==> config.mk <==
export PLATFORM = sky130hd
export DESIGN_NAME = note_spawn_scheduler_flat
export DESIGN_NICKNAME = d
export VERILOG_FILES = /design/src/rtl/note_pkg.sv /design/src/rtl/note_spawn_scheduler_if.sv /design/src/rtl/rr_free_picker.sv /design/src/rtl/note_spawn_scheduler.sv /design/src/flat_wrapper.sv
export SDC_FILE = /design/constraint.sdc
export NUM_CORES = 1
export LEC_CHECK = 0
export BUFFER_PORTS_ARGS = -buffer_cell sky130_fd_sc_hd__buf_2
export CORE_AREA = 5 5 101 74
export DETAILED_ROUTE_END_ITERATION = 8
export DIE_AREA = 0 0 106 79
export PLACE_DENSITY_LB_ADDON = 0.08
export SYNTH_ARGS = -nofsm -noshare
export SYNTH_HDL_FRONTEND = slang
export SYNTH_SLANG_ARGS = --single-unit
==> constraint.sdc <==
create_clock -name CLOCK_25 -period 7.4 [get_ports CLOCK_25]
set_input_delay 0.74 -clock CLOCK_25 [delete_from_list [all_inputs] [get_ports CLOCK_25]]
set_output_delay 0.74 -clock CLOCK_25 [all_outputs]
set_load 0.02 [all_outputs]
==> src/rtl/note_pkg.sv <==
// Shared types and constants for the note-lane spawn scheduler.
package note_pkg;

    localparam int N_SLOTS = 8;
    localparam int CMD_W   = 4;
    localparam int SCORE_W = 16;
    localparam int IDX_W   = $clog2(N_SLOTS);
    localparam int CNT_W   = $clog2(N_SLOTS + 1);

    localparam logic [CMD_W-1:0] CMD_REST = '0;

    typedef enum logic [2:0] {
        IDLE,
        WAIT_BEAT,
        ALLOC,
        DRAIN,
        DONE
    } state_t;

    function automatic logic [CNT_W-1:0] popcount(input logic [N_SLOTS-1:0] v);
        logic [CNT_W-1:0] n;
        n = '0;
        for (int i = 0; i < N_SLOTS; i++) begin
            n = n + CNT_W'(v[i]);
        end
        return n;
    endfunction

endpackage

==> src/rtl/note_spawn_scheduler_if.sv <==
// Bundle of list-manager, pattern-slot and score-display signals around the scheduler.
interface note_spawn_scheduler_if;
    import note_pkg::*;

    logic                start;
    logic                frame_tick;
    logic [CMD_W-1:0]    cmd_in;
    logic                list_end;
    logic                cmd_next;
    logic [N_SLOTS-1:0]  slot_busy;
    logic [N_SLOTS-1:0]  slot_load;
    logic [CMD_W-1:0]    slot_cmd;
    logic [N_SLOTS-1:0]  hit_pulse;
    logic [N_SLOTS-1:0]  miss_pulse;
    logic [SCORE_W-1:0]  score;
    logic [7:0]          combo;
    logic                stall;
    logic                game_over;

    modport master (
        output start, frame_tick, cmd_in, list_end, slot_busy, hit_pulse, miss_pulse,
        input  cmd_next, slot_load, slot_cmd, score, combo, stall, game_over
    );

    modport slave (
        input  start, frame_tick, cmd_in, list_end, slot_busy, hit_pulse, miss_pulse,
        output cmd_next, slot_load, slot_cmd, score, combo, stall, game_over
    );

endinterface

==> src/rtl/rr_free_picker.sv <==
// Finds the first idle pattern slot at or after rr_ptr, wrapping modulo N_SLOTS.
module rr_free_picker
    import note_pkg::*;
(
    input  logic [N_SLOTS-1:0] busy,
    input  logic [IDX_W-1:0]   rr_ptr,
    output logic               found,
    output logic [IDX_W-1:0]   index,
    output logic [N_SLOTS-1:0] grant
);

    int pos;

    // Walk from the far end back toward rr_ptr so the nearest free slot wins.
    always_comb begin
        found = 1'b0;
        index = '0;
        grant = '0;
        pos   = 0;
        for (int k = N_SLOTS - 1; k >= 0; k--) begin
            pos = int'(rr_ptr) + k;
            if (pos >= N_SLOTS) pos = pos - N_SLOTS;
            if (!busy[IDX_W'(pos)]) begin
                found = 1'b1;
                index = IDX_W'(pos);
            end
        end
        if (found) grant[index] = 1'b1;
    end

endmodule

==> src/rtl/note_spawn_scheduler.sv <==
// Paces command fetches per frame, hands notes to free slots round-robin, keeps score.
//   state     | meaning
//   IDLE      | no game; waiting for start
//   WAIT_BEAT | counting frame ticks until the next fetch
//   ALLOC     | one-cycle dispatch decision; stays here while all slots are busy
//   DRAIN     | list exhausted; waiting for every slot to go idle
//   DONE      | game over; score and combo held until start
module note_spawn_scheduler
    import note_pkg::*;
#(
    parameter int SPAWN_FRAMES = 30
) (
    input  logic                 CLOCK_25,
    input  logic                 reset,
    note_spawn_scheduler_if.slave sched
);

    localparam logic [7:0] LAST_FRAME = 8'(SPAWN_FRAMES - 1);

    state_t              state, state_d;
    logic [IDX_W-1:0]    rr_ptr, rr_ptr_d;
    logic [7:0]          frame_cnt;
    logic                clear_game;
    logic                pick_found;
    logic [IDX_W-1:0]    pick_idx;
    logic [N_SLOTS-1:0]  pick_grant;
    logic [N_SLOTS-1:0]  load_d, load_q;
    logic [CMD_W-1:0]    cmd_d, cmd_q;
    logic                next_d, next_q;
    logic                stall_d, stall_q;
    logic [SCORE_W-1:0]  score_q;
    logic [7:0]          combo_q;
    logic [CNT_W-1:0]    hits;
    logic [SCORE_W:0]    score_sum;
    logic [8:0]          combo_sum;
    logic                scoring;

    rr_free_picker u_picker (
        .busy   (sched.slot_busy),
        .rr_ptr (rr_ptr),
        .found  (pick_found),
        .index  (pick_idx),
        .grant  (pick_grant)
    );

    always_ff @(posedge CLOCK_25) begin
        if (reset) state <= IDLE;
        else       state <= state_d;
    end

    always_comb begin
        state_d    = state;
        rr_ptr_d   = rr_ptr;
        load_d     = '0;
        cmd_d      = '0;
        next_d     = 1'b0;
        stall_d    = 1'b0;
        clear_game = 1'b0;
        case (state)
            IDLE, DONE: begin
                if (sched.start) begin
                    state_d    = WAIT_BEAT;
                    clear_game = 1'b1;
                end
            end
            WAIT_BEAT: begin
                if (sched.frame_tick && frame_cnt == LAST_FRAME) state_d = ALLOC;
            end
            ALLOC: begin
                if (sched.list_end) begin
                    state_d = DRAIN;
                end else if (sched.cmd_in == CMD_REST) begin
                    next_d  = 1'b1;
                    state_d = WAIT_BEAT;
                end else if (pick_found) begin
                    load_d   = pick_grant;
                    cmd_d    = sched.cmd_in;
                    next_d   = 1'b1;
                    rr_ptr_d = (pick_idx == IDX_W'(N_SLOTS - 1)) ? '0 : pick_idx + IDX_W'(1);
                    state_d  = WAIT_BEAT;
                end else begin
                    stall_d = 1'b1;
                end
            end
            DRAIN: begin
                if (sched.slot_busy == '0) state_d = DONE;
            end
            default: state_d = IDLE;
        endcase
    end

    assign scoring   = (state == WAIT_BEAT) || (state == ALLOC) || (state == DRAIN);
    assign hits      = popcount(sched.hit_pulse);
    assign score_sum = {1'b0, score_q} + (SCORE_W + 1)'(hits);
    assign combo_sum = {1'b0, combo_q} + 9'(hits);

    always_ff @(posedge CLOCK_25) begin
        if (reset) begin
            rr_ptr    <= '0;
            frame_cnt <= '0;
            load_q    <= '0;
            cmd_q     <= '0;
            next_q    <= 1'b0;
            stall_q   <= 1'b0;
            score_q   <= '0;
            combo_q   <= '0;
        end else begin
            rr_ptr  <= rr_ptr_d;
            load_q  <= load_d;
            cmd_q   <= cmd_d;
            next_q  <= next_d;
            stall_q <= stall_d;
            // Ticks only count in WAIT_BEAT, so leaving ALLOC always restarts the cadence from 0.
            if (clear_game)
                frame_cnt <= '0;
            else if (state == WAIT_BEAT && sched.frame_tick)
                frame_cnt <= (frame_cnt == LAST_FRAME) ? '0 : frame_cnt + 8'd1;
            if (clear_game) begin
                score_q <= '0;
                combo_q <= '0;
            end else if (scoring) begin
                score_q <= score_sum[SCORE_W] ? '1 : score_sum[SCORE_W-1:0];
                combo_q <= (|sched.miss_pulse) ? 8'(hits)
                         : (combo_sum[8] ? 8'hFF : combo_sum[7:0]);
            end
        end
    end

    assign sched.cmd_next  = next_q;
    assign sched.slot_load = load_q;
    assign sched.slot_cmd  = cmd_q;
    assign sched.score     = score_q;
    assign sched.combo     = combo_q;
    assign sched.stall     = stall_q;
    assign sched.game_over = (state == DONE);

endmodule

==> src/flat_wrapper.sv <==
// flat-port wrapper written by rule: the top's interface ports become plain ports
module note_spawn_scheduler_flat import note_pkg::*;
#(
    parameter int SPAWN_FRAMES = 30
)
  (CLOCK_25, reset, sched_start, sched_frame_tick, sched_cmd_in, sched_list_end, sched_slot_busy, sched_hit_pulse, sched_miss_pulse, sched_cmd_next, sched_slot_load, sched_slot_cmd, sched_score, sched_combo, sched_stall, sched_game_over);
  note_spawn_scheduler_if sched_i ();
  input  logic CLOCK_25;
  input  logic reset;
  input wire logic [$bits(sched_i.start)-1:0] sched_start;
  input wire logic [$bits(sched_i.frame_tick)-1:0] sched_frame_tick;
  input wire logic [$bits(sched_i.cmd_in)-1:0] sched_cmd_in;
  input wire logic [$bits(sched_i.list_end)-1:0] sched_list_end;
  input wire logic [$bits(sched_i.slot_busy)-1:0] sched_slot_busy;
  input wire logic [$bits(sched_i.hit_pulse)-1:0] sched_hit_pulse;
  input wire logic [$bits(sched_i.miss_pulse)-1:0] sched_miss_pulse;
  output wire logic [$bits(sched_i.cmd_next)-1:0] sched_cmd_next;
  output wire logic [$bits(sched_i.slot_load)-1:0] sched_slot_load;
  output wire logic [$bits(sched_i.slot_cmd)-1:0] sched_slot_cmd;
  output wire logic [$bits(sched_i.score)-1:0] sched_score;
  output wire logic [$bits(sched_i.combo)-1:0] sched_combo;
  output wire logic [$bits(sched_i.stall)-1:0] sched_stall;
  output wire logic [$bits(sched_i.game_over)-1:0] sched_game_over;
  assign sched_i.start = sched_start;
  assign sched_i.frame_tick = sched_frame_tick;
  assign sched_i.cmd_in = sched_cmd_in;
  assign sched_i.list_end = sched_list_end;
  assign sched_i.slot_busy = sched_slot_busy;
  assign sched_i.hit_pulse = sched_hit_pulse;
  assign sched_i.miss_pulse = sched_miss_pulse;
  assign sched_cmd_next = sched_i.cmd_next;
  assign sched_slot_load = sched_i.slot_load;
  assign sched_slot_cmd = sched_i.slot_cmd;
  assign sched_score = sched_i.score;
  assign sched_combo = sched_i.combo;
  assign sched_stall = sched_i.stall;
  assign sched_game_over = sched_i.game_over;
  note_spawn_scheduler #(.SPAWN_FRAMES(SPAWN_FRAMES)) u_core (.CLOCK_25(CLOCK_25), .reset(reset), .sched(sched_i));
endmodule
==> impl_metrics.yaml, run 1 <==
outcome:
  outcome: "finished clean"
layout:
  antennaDiodeCount: 0
  final_net_count: 550
  drive_above_1_share_pct: 22.0
  syn_to_final_growth_pct: 11.6
  fillers: 560
placed_design:
  detailed_place_hpwl_um: 6830
  pre_cts_ws_ns: 2.20
  io_buffers: 71
  place_congestion: 0.858
cts:
  tritoncts: "done"
  ctsLongestPathBuffers: 2
  numClockSinks: 52
  post_cts_buffers: 0
  clock_insertion_delay_worst_skew_ns: 0.30
  cts-hold-fix-buffers: 0
  cts-resized-gates: 0
  cts.htree.levels: 2
  cts.root.buffer_cell: "clkbuf_8"
  cts_buffers: 5
  clock_transition_at_the_registers_of_the_reported_paths_ns: 0.09
sta:
  finalSetupViolations: 0
  total_count_of_hold_check_failures_in_the_final_report: 0
  max_freq_mhz: 204
  grt_setup_unrepaired: "no"
  final.setup.tns_ns: 0
  number_of_slew_limit_violations_in_the_final_report: 0
  finalCriticalPeriod_ns: 4.90
  tightest_slew_ns: 1.02
  final.setup.worst_slack_ns: 2.50
  clock_skew_ns: 0.00959
  final_min_period_over_clock_period_pct: 66.2
  maxSlewHeadroom_pct: 32.0
yosys:
  synth.distinct_cells: 62
  synth.ff_latch_count: 52
  synth_top_flop_cell: "dfxtp_1"
  synthesized_area_per_cell_sq_um: 8.69
  post_synth_inst_count: 434
  netlist_top_cells_count: "52 x dfxtp_1, 36 x a21oi_1, 33 x nor2_1"
  yosysTopAreaCellShare_pct: 27.6
  syn_nets: 490
  area_of_the_mapped_netlist_sq_um: 3770
  synth_area_leader_cell: "dfxtp_1"
  yosys.cell_count.top_type: "dfxtp_1"
  synthArstFlopShare_pct: 0
  synth_enable_flop_cells: 0
  synth_area_leaders: "dfxtp_1 28%, mux4_2 6.6%, ha_1 5.6%"
  synth_sequential_area_ratio_pct: 27.6
  yosys_warnings: 0
global_route:
  via_count_of_the_first_global_routing_pass: 3044
  grt.total_usage_pct: 21.8
  grt_start_max_net_pins: 24
  grt_antenna_before_repair: 0
  grt_pass1_wl_um: 15100
  global_route.overflow_total: 0
power_and_ir_drop:
  power.share.clock_pct: 20.8
  p_sw_uw: 288
  internal_power_uw: 481
  combPwrFrac_pct: 39.1
  seq_power_share_pct: 40.1
  leakage_uw: 0.00176
  swShare_pct: 37.5
  power_density_of_the_placed_cells_nw_per_um2: 183
  maximum_resistive_drop_on_vdd_v: 0.0000991
routing:
  routed_via_density: 5.91
  first_pass_iters: 5
  vias: 3406
  wl_per_cell_um: 15.4
  route.layer.met1.wl_um: 4360
  drc: 0
  met2_wirelength_um: 3680
  maxUsedRoutingLayer: "met4"
  detailed_route_wirelength_on_metal3_um: 800
  antenna_left: 0
  routed_wirelength_um: 8870
  drt_iter0_markers: 317
worst_setup_path:
  crit_start: "sched_hit_pulse[0]"
  timing.critical_path.slowest_cell_delay_ns: 0.60
  critical_path.max_fanout: 8
  most_used_cell_cp: "fa_1"
  crit_path_top_delay_cell: "nor4_1"
  worst_ep_arrival_time_ns: 5.13
  cpLargestDelayFamily: "adder cells"
  criticalPathCategory: "input pin to flop"
  r2r-start: "u_core.rr_ptr[1]"
  critical_path.startpoint_type: "input pin"
  endpoint_kind: "flop"
  critPathBufInv: 2
  critical_path.cell_chain: "buf_2, ha_1, inv_1, fa_1, fa_1, fa_1, fa_1, fa_1, nor2b_1, o21a_1, nor2_1, nor4_1, nand4_1, a21oi_1"
  cp_data_required_time_ns: 7.63
floorplan:
  std_cell_core_area_sq_um: 6510
  die_ar_sq_um: 8370
  ios: 72
  die-height_um: 79
  row_count: 25
  start_util_pct: 58.0
  die-width_um: 106
min_path:
  hold_startpoint: "u_core.sched.combo[3]"
  hold_class: "flop to flop"
job:
  max_cap_viol_count: 0
## cell families (layout without fill, tap and decap cells)
logic type      Yosys count  count (layout)  synth area share, %
flops                    52              52                 27.6
buf+inv                  47             108                 5.80
simple gates            154             154                 22.0
compound gates          104             104                 18.2
xor+xnor                 22              22                 5.31
fa+ha+maj                23              23                 8.82
mux                      32              32                 12.3
## worst reg2reg max path: cells and delay by family, from the launching register on
kind	cells	cell delay (ns)
adders and majority gates	3	1.20
and+or+nand+nor	2	0.14
muxes	2	1.02
buffers and inverters	1	0.32
AOI/OAI and AO/OA	4	0.76
DFF	1	0.72
## registers in the layout, summed over array words and instances, names as in the netlist
name	count
u_core.frame_cnt	8
u_core.rr_ptr	3
u_core.sched.cmd_next	1
u_core.sched.combo	8
u_core.sched.score	16
u_core.sched.slot_cmd	4
u_core.sched.slot_load	8
u_core.sched.stall	1
u_core.state	3
## per-layer routing
layer  up-vias  GRT usage (%)
met2       137           30.4
met1      1561           34.6
li1       1706              -
met4         0           3.49
met5         -              0
met3         2           4.71
## cell type report
cell class                 instances  area, sq um  share of cell area [%]
timing repair buffer              72          363                    8.62
tap                               81          101                    2.41
clock inverter                     2         13.8                   0.327
inverter                          28          105                    2.50
clock buffer                       6         72.6                    1.72
sequential                        52         1040                    24.7
multi-input combinational        335         2510                    59.7
## worst paths after layout
path	end	slack, ns	cells after the start
setup reg to reg	u_core.rr_ptr[2]	3.14	12
hold / removal	u_core.sched.combo[3]	0.48	2
hold reg to reg	u_core.sched.combo[3]	0.48	2
setup / recovery	u_core.sched.score[11]	2.50	14
## placed cells by master, fill, tap and decap left out, types with 3 or more instances in the layout
cell,n
o211ai_1,4
nor3b_2,5
nand2b_1,6
mux2i_1,16
mux2_2,5
nor2_1,33
o221ai_1,4
nor2b_1,5
dfxtp_1,52
o21a_1,4
nand3b_1,3
or3_1,3
a211oi_1,5
clkbuf_8,5
xnor2_1,9
xor2_1,12
ha_1,17
a21o_1,5
o22ai_1,4
and3_1,4
nor4_1,8
and2_1,7
mux4_2,11
inv_1,28
nor3_1,12
nand3_1,19
buf_2,71
a221oi_1,3
fa_1,6
nand2_1,29
o21ai_0,14
a31oi_1,9
a21oi_1,36
nand4_1,7
## through the flow
step	std cells	utilization, %	instance area (sq um)	hold slack (ns)	total power, uW
2_1_floorplan	434	-	3770	0.458	542
3_3_place_gp	568	63.4	4120	0.470	600
3_5_place_dp	568	63.4	4120	0.470	611
4_1_cts	576	64.7	4210	0.483	771
5_1_grt	576	64.7	4210	0.510	828
6_report	576	64.7	4210	0.482	769
## power groups by stage
stage | Sequential (uW) | Combinational, uW | Clock (uW)
floorplan | 320 | 222 | 0
global placement | 314 | 286 | 0
detailed placement | 314 | 297 | 0
CTS | 308 | 299 | 164
global route | 310 | 339 | 179
finish | 308 | 301 | 160
(Power assumes the default switching activity.)
==> inputs of run 2 (changes only) <==
--- a/config.mk
+++ b/config.mk
@@ -5,10 +5,11 @@
 export SDC_FILE = /design/constraint.sdc
 export NUM_CORES = 1
 export LEC_CHECK = 0
+export ABC_AREA = 1
 export BUFFER_PORTS_ARGS = -buffer_cell sky130_fd_sc_hd__buf_2
-export CORE_AREA = 5 5 101 74
+export CORE_AREA = 5 5 101 75
 export DETAILED_ROUTE_END_ITERATION = 8
-export DIE_AREA = 0 0 106 79
+export DIE_AREA = 0 0 106 80
 export PLACE_DENSITY_LB_ADDON = 0.08
 export SYNTH_ARGS = -nofsm -noshare
 export SYNTH_HDL_FRONTEND = slang
==> constraint.sdc (replaced) <==
create_clock -name CLOCK_25 -period 4.69 [get_ports CLOCK_25]
set_input_delay 0.469 -clock CLOCK_25 [delete_from_list [all_inputs] [get_ports CLOCK_25]]
set_output_delay 0.469 -clock CLOCK_25 [all_outputs]
set_load 0.02 [all_outputs]
==> run 2 against run 1 <==
  * Sequential share of layout area is 1.5 points higher
  * Combinational power grew to 3.4 times the previous value
  * Synthesized cell count is 16% higher
  * Largest cell class unchanged
  * Largest power group is now combinational logic
==> impl_metrics.yaml, run 2 <==
routing:
  drc: 0
  routed_via_density: 5.16
  antenna_left: 0
  routed_wirelength_um: 8130
  vias: 3401
  wl_per_cell_um: 12.3
  drt_iter0_markers: 171
  first_pass_iters: 5
cts:
  clock_transition_at_the_registers_of_the_reported_paths_ns: 0.10
  clock_insertion_delay_worst_skew_ns: 0.31
  cts.htree.levels: 2
  cts-hold-fix-buffers: 0
  numClockSinks: 52
  cts_buffers: 5
  tritoncts: "done"
  ctsLongestPathBuffers: 2
  cts.root.buffer_cell: "clkbuf_8"
  cts-resized-gates: 0
  post_cts_buffers: 0
yosys:
  yosys.cell_count.top_type: "nand2_1"
  synth_top_flop_cell: "dfxtp_1"
  syn_nets: 560
  synth.ff_latch_count: 52
  synth_enable_flop_cells: 0
  area_of_the_mapped_netlist_sq_um: 3460
  synth.distinct_cells: 43
  synth_sequential_area_ratio_pct: 30.1
  yosysTopAreaCellShare_pct: 30.1
  netlist_top_cells_count: "112 x nand2_1, 67 x inv_1, 52 x dfxtp_1"
  synthesized_area_per_cell_sq_um: 6.86
  synthArstFlopShare_pct: 0
  yosys_warnings: 0
  synth_area_leaders: "dfxtp_1 30%, nand2_1 12%, inv_1 7.3%"
  synth_area_leader_cell: "dfxtp_1"
  post_synth_inst_count: 504
layout:
  final_net_count: 633
  syn_to_final_growth_pct: 14.7
  largest_register_ffs: 16
  layout.cells.most_common_list: "112 x nand2_1, 71 x buf_2, 67 x inv_1"
  layout.cells.most_common: "nand2_1"
  drive_above_1_share_pct: 20.9
  antennaDiodeCount: 0
min_path:
  hold-path-endpoint: "u_core.sched.slot_cmd[2]"
  hold_class: "input pin to flop"
  timing.hold.worst_path_depth: 3
  hold_startpoint: "sched_cmd_in[2]"
power_and_ir_drop:
  power.share.clock_pct: 14.4
  internal_power_uw: 952
  swShare_pct: 48.0
  p_sw_uw: 879
  leakage_uw: 0.00200
  seq_power_share_pct: 30.3
  power_density_of_the_placed_cells_nw_per_um2: 462
  maximum_resistive_drop_on_vdd_v: 0.000213
  combPwrFrac_pct: 55.2
sta:
  finalCriticalPeriod_ns: 4.31
  maxSlewHeadroom_pct: 65.8
  total_count_of_hold_check_failures_in_the_final_report: 0
  final.setup.worst_slack_ns: 0.380
  worst_hold_slack_ns: 0.376
  final_min_period_over_clock_period_pct: 91.9
  finalSetupViolations: 0
  number_of_slew_limit_violations_in_the_final_report: 0
  tightest_slew_ns: 0.513
  clock_skew_ns: 0.0112
  grt_setup_unrepaired: "no"
  max_freq_mhz: 232
  final.setup.tns_ns: 0
placed_design:
  pre_cts_ws_ns: 0.0786
  detailed_place_hpwl_um: 6630
  place_congestion: 0.859
  io_buffers: 71
worst_setup_path:
  criticalPathCategory: "input pin to flop"
  critPathBufInv: 6
  timing.reg2reg.worst_path_depth: 19
  cpLargestDelayFamily: "adder cells"
  critical_path.max_fanout: 7
  r2r_slack_ns: 1.51
  crit-reg2reg-capture: "u_core.rr_ptr[2]"
  timing.critical_path.slowest_cell_delay_ns: 0.46
  crit_path_top_delay_cell: "fa_1"
  cp_data_required_time_ns: 4.95
  critical_path.cell_chain: "buf_2, ha_1, inv_1, fa_1, fa_1, fa_1, fa_1, xor2_1, inv_1, ha_1, nand2_1, o211ai_1, nand2_1, inv_1, nand3_1, nand3b_1, inv_1, o21ai_0, inv_1"
  critical_path.startpoint_type: "input pin"
  r2r-start: "u_core.rr_ptr[0]"
  most_used_cell_cp: "inv_1"
  endpoint_kind: "flop"
  crit_start: "sched_hit_pulse[0]"
  worst_ep_arrival_time_ns: 4.57
floorplan:
  die_ar_sq_um: 8480
  die-height_um: 80
  std_cell_core_area_sq_um: 6510
  start_util_pct: 53.1
  ios: 72
  row_count: 25
  die-width_um: 106
job:
  max_cap_viol_count: 0
global_route:
  grt_pass1_wl_um: 14200
  grt_antenna_before_repair: 0
  grt.total_usage_pct: 20.1
  global_route.overflow_total: 0
  via_count_of_the_first_global_routing_pass: 3191
  grt_start_max_net_pins: 18
outcome:
  outcome: "finished clean"
-- run 2: metrics by stage --
step                      util [%]  total power, uW  area [sq um]  std cells
after floorplan                  -             1350          3460        504
after global placement        59.6             1550          3870        651
after detailed placement      59.6             1570          3870        651
after CTS                     60.9             1840          3970        659
after global routing          60.9             2010          3970        659
final                         60.9             1830          3970        659
-- run 2: worst max-delay path by stage --
stage / endpoint / slack [ns] / depth (start not counted)
finish: u_core.sched.score[9] / 0.38 / 19
global route: u_core.sched.score[9] / 0.09 / 19
CTS: u_core.sched.score[9] / 0.41 / 19
detailed placement: u_core.sched.score[9] / 0.08 / 19
global placement: u_core.sched.score[15] / 0.27 / 19
floorplan: u_core.sched.score[14] / 0.57 / 13
-- run 2: power by group through the flow --
stage / clock [uW] / sequential [uW] / combinational (uW)
floorplan: 0 / 583 / 772
global placement: 0 / 562 / 987
detailed placement: 0 / 563 / 1010
CTS: 274 / 554 / 1010
global route: 293 / 564 / 1150
finish: 264 / 555 / 1010
-- run 2: cells by family (layout without fill, tap and decap cells) --
kind of cell / after synthesis / after routing / synth area share (%)
compound gates: 84 / 84 / 13.8
xor+xnor: 16 / 16 / 4.49
fa+ha+maj: 23 / 23 / 9.63
buf+inv: 90 / 164 / 10.5
flops: 52 / 52 / 30.1
simple gates: 239 / 239 / 31.5
-- run 2: area by class of cell --
type	count	area [sq um]
inverter	84	318
tap	81	101
sequential	52	1040
clock buffer	5	68.8
timing repair buffer	72	363
multi-input combinational	362	2050
fill	644	2540
clock inverter	3	21.3
-- run 2: worst min-delay path, cell delays in order --
cell    delay, ns
buf_2        0.10
inv_1        0.04
nor2_1       0.03
-- run 2: routing by layer --
layer / wire length [um] / track usage (%)
met5: 0 / 0
met4: 78 / 4.66
met3: 517 / 3.72
met2: 3300 / 31.6
met1: 4240 / 28.7
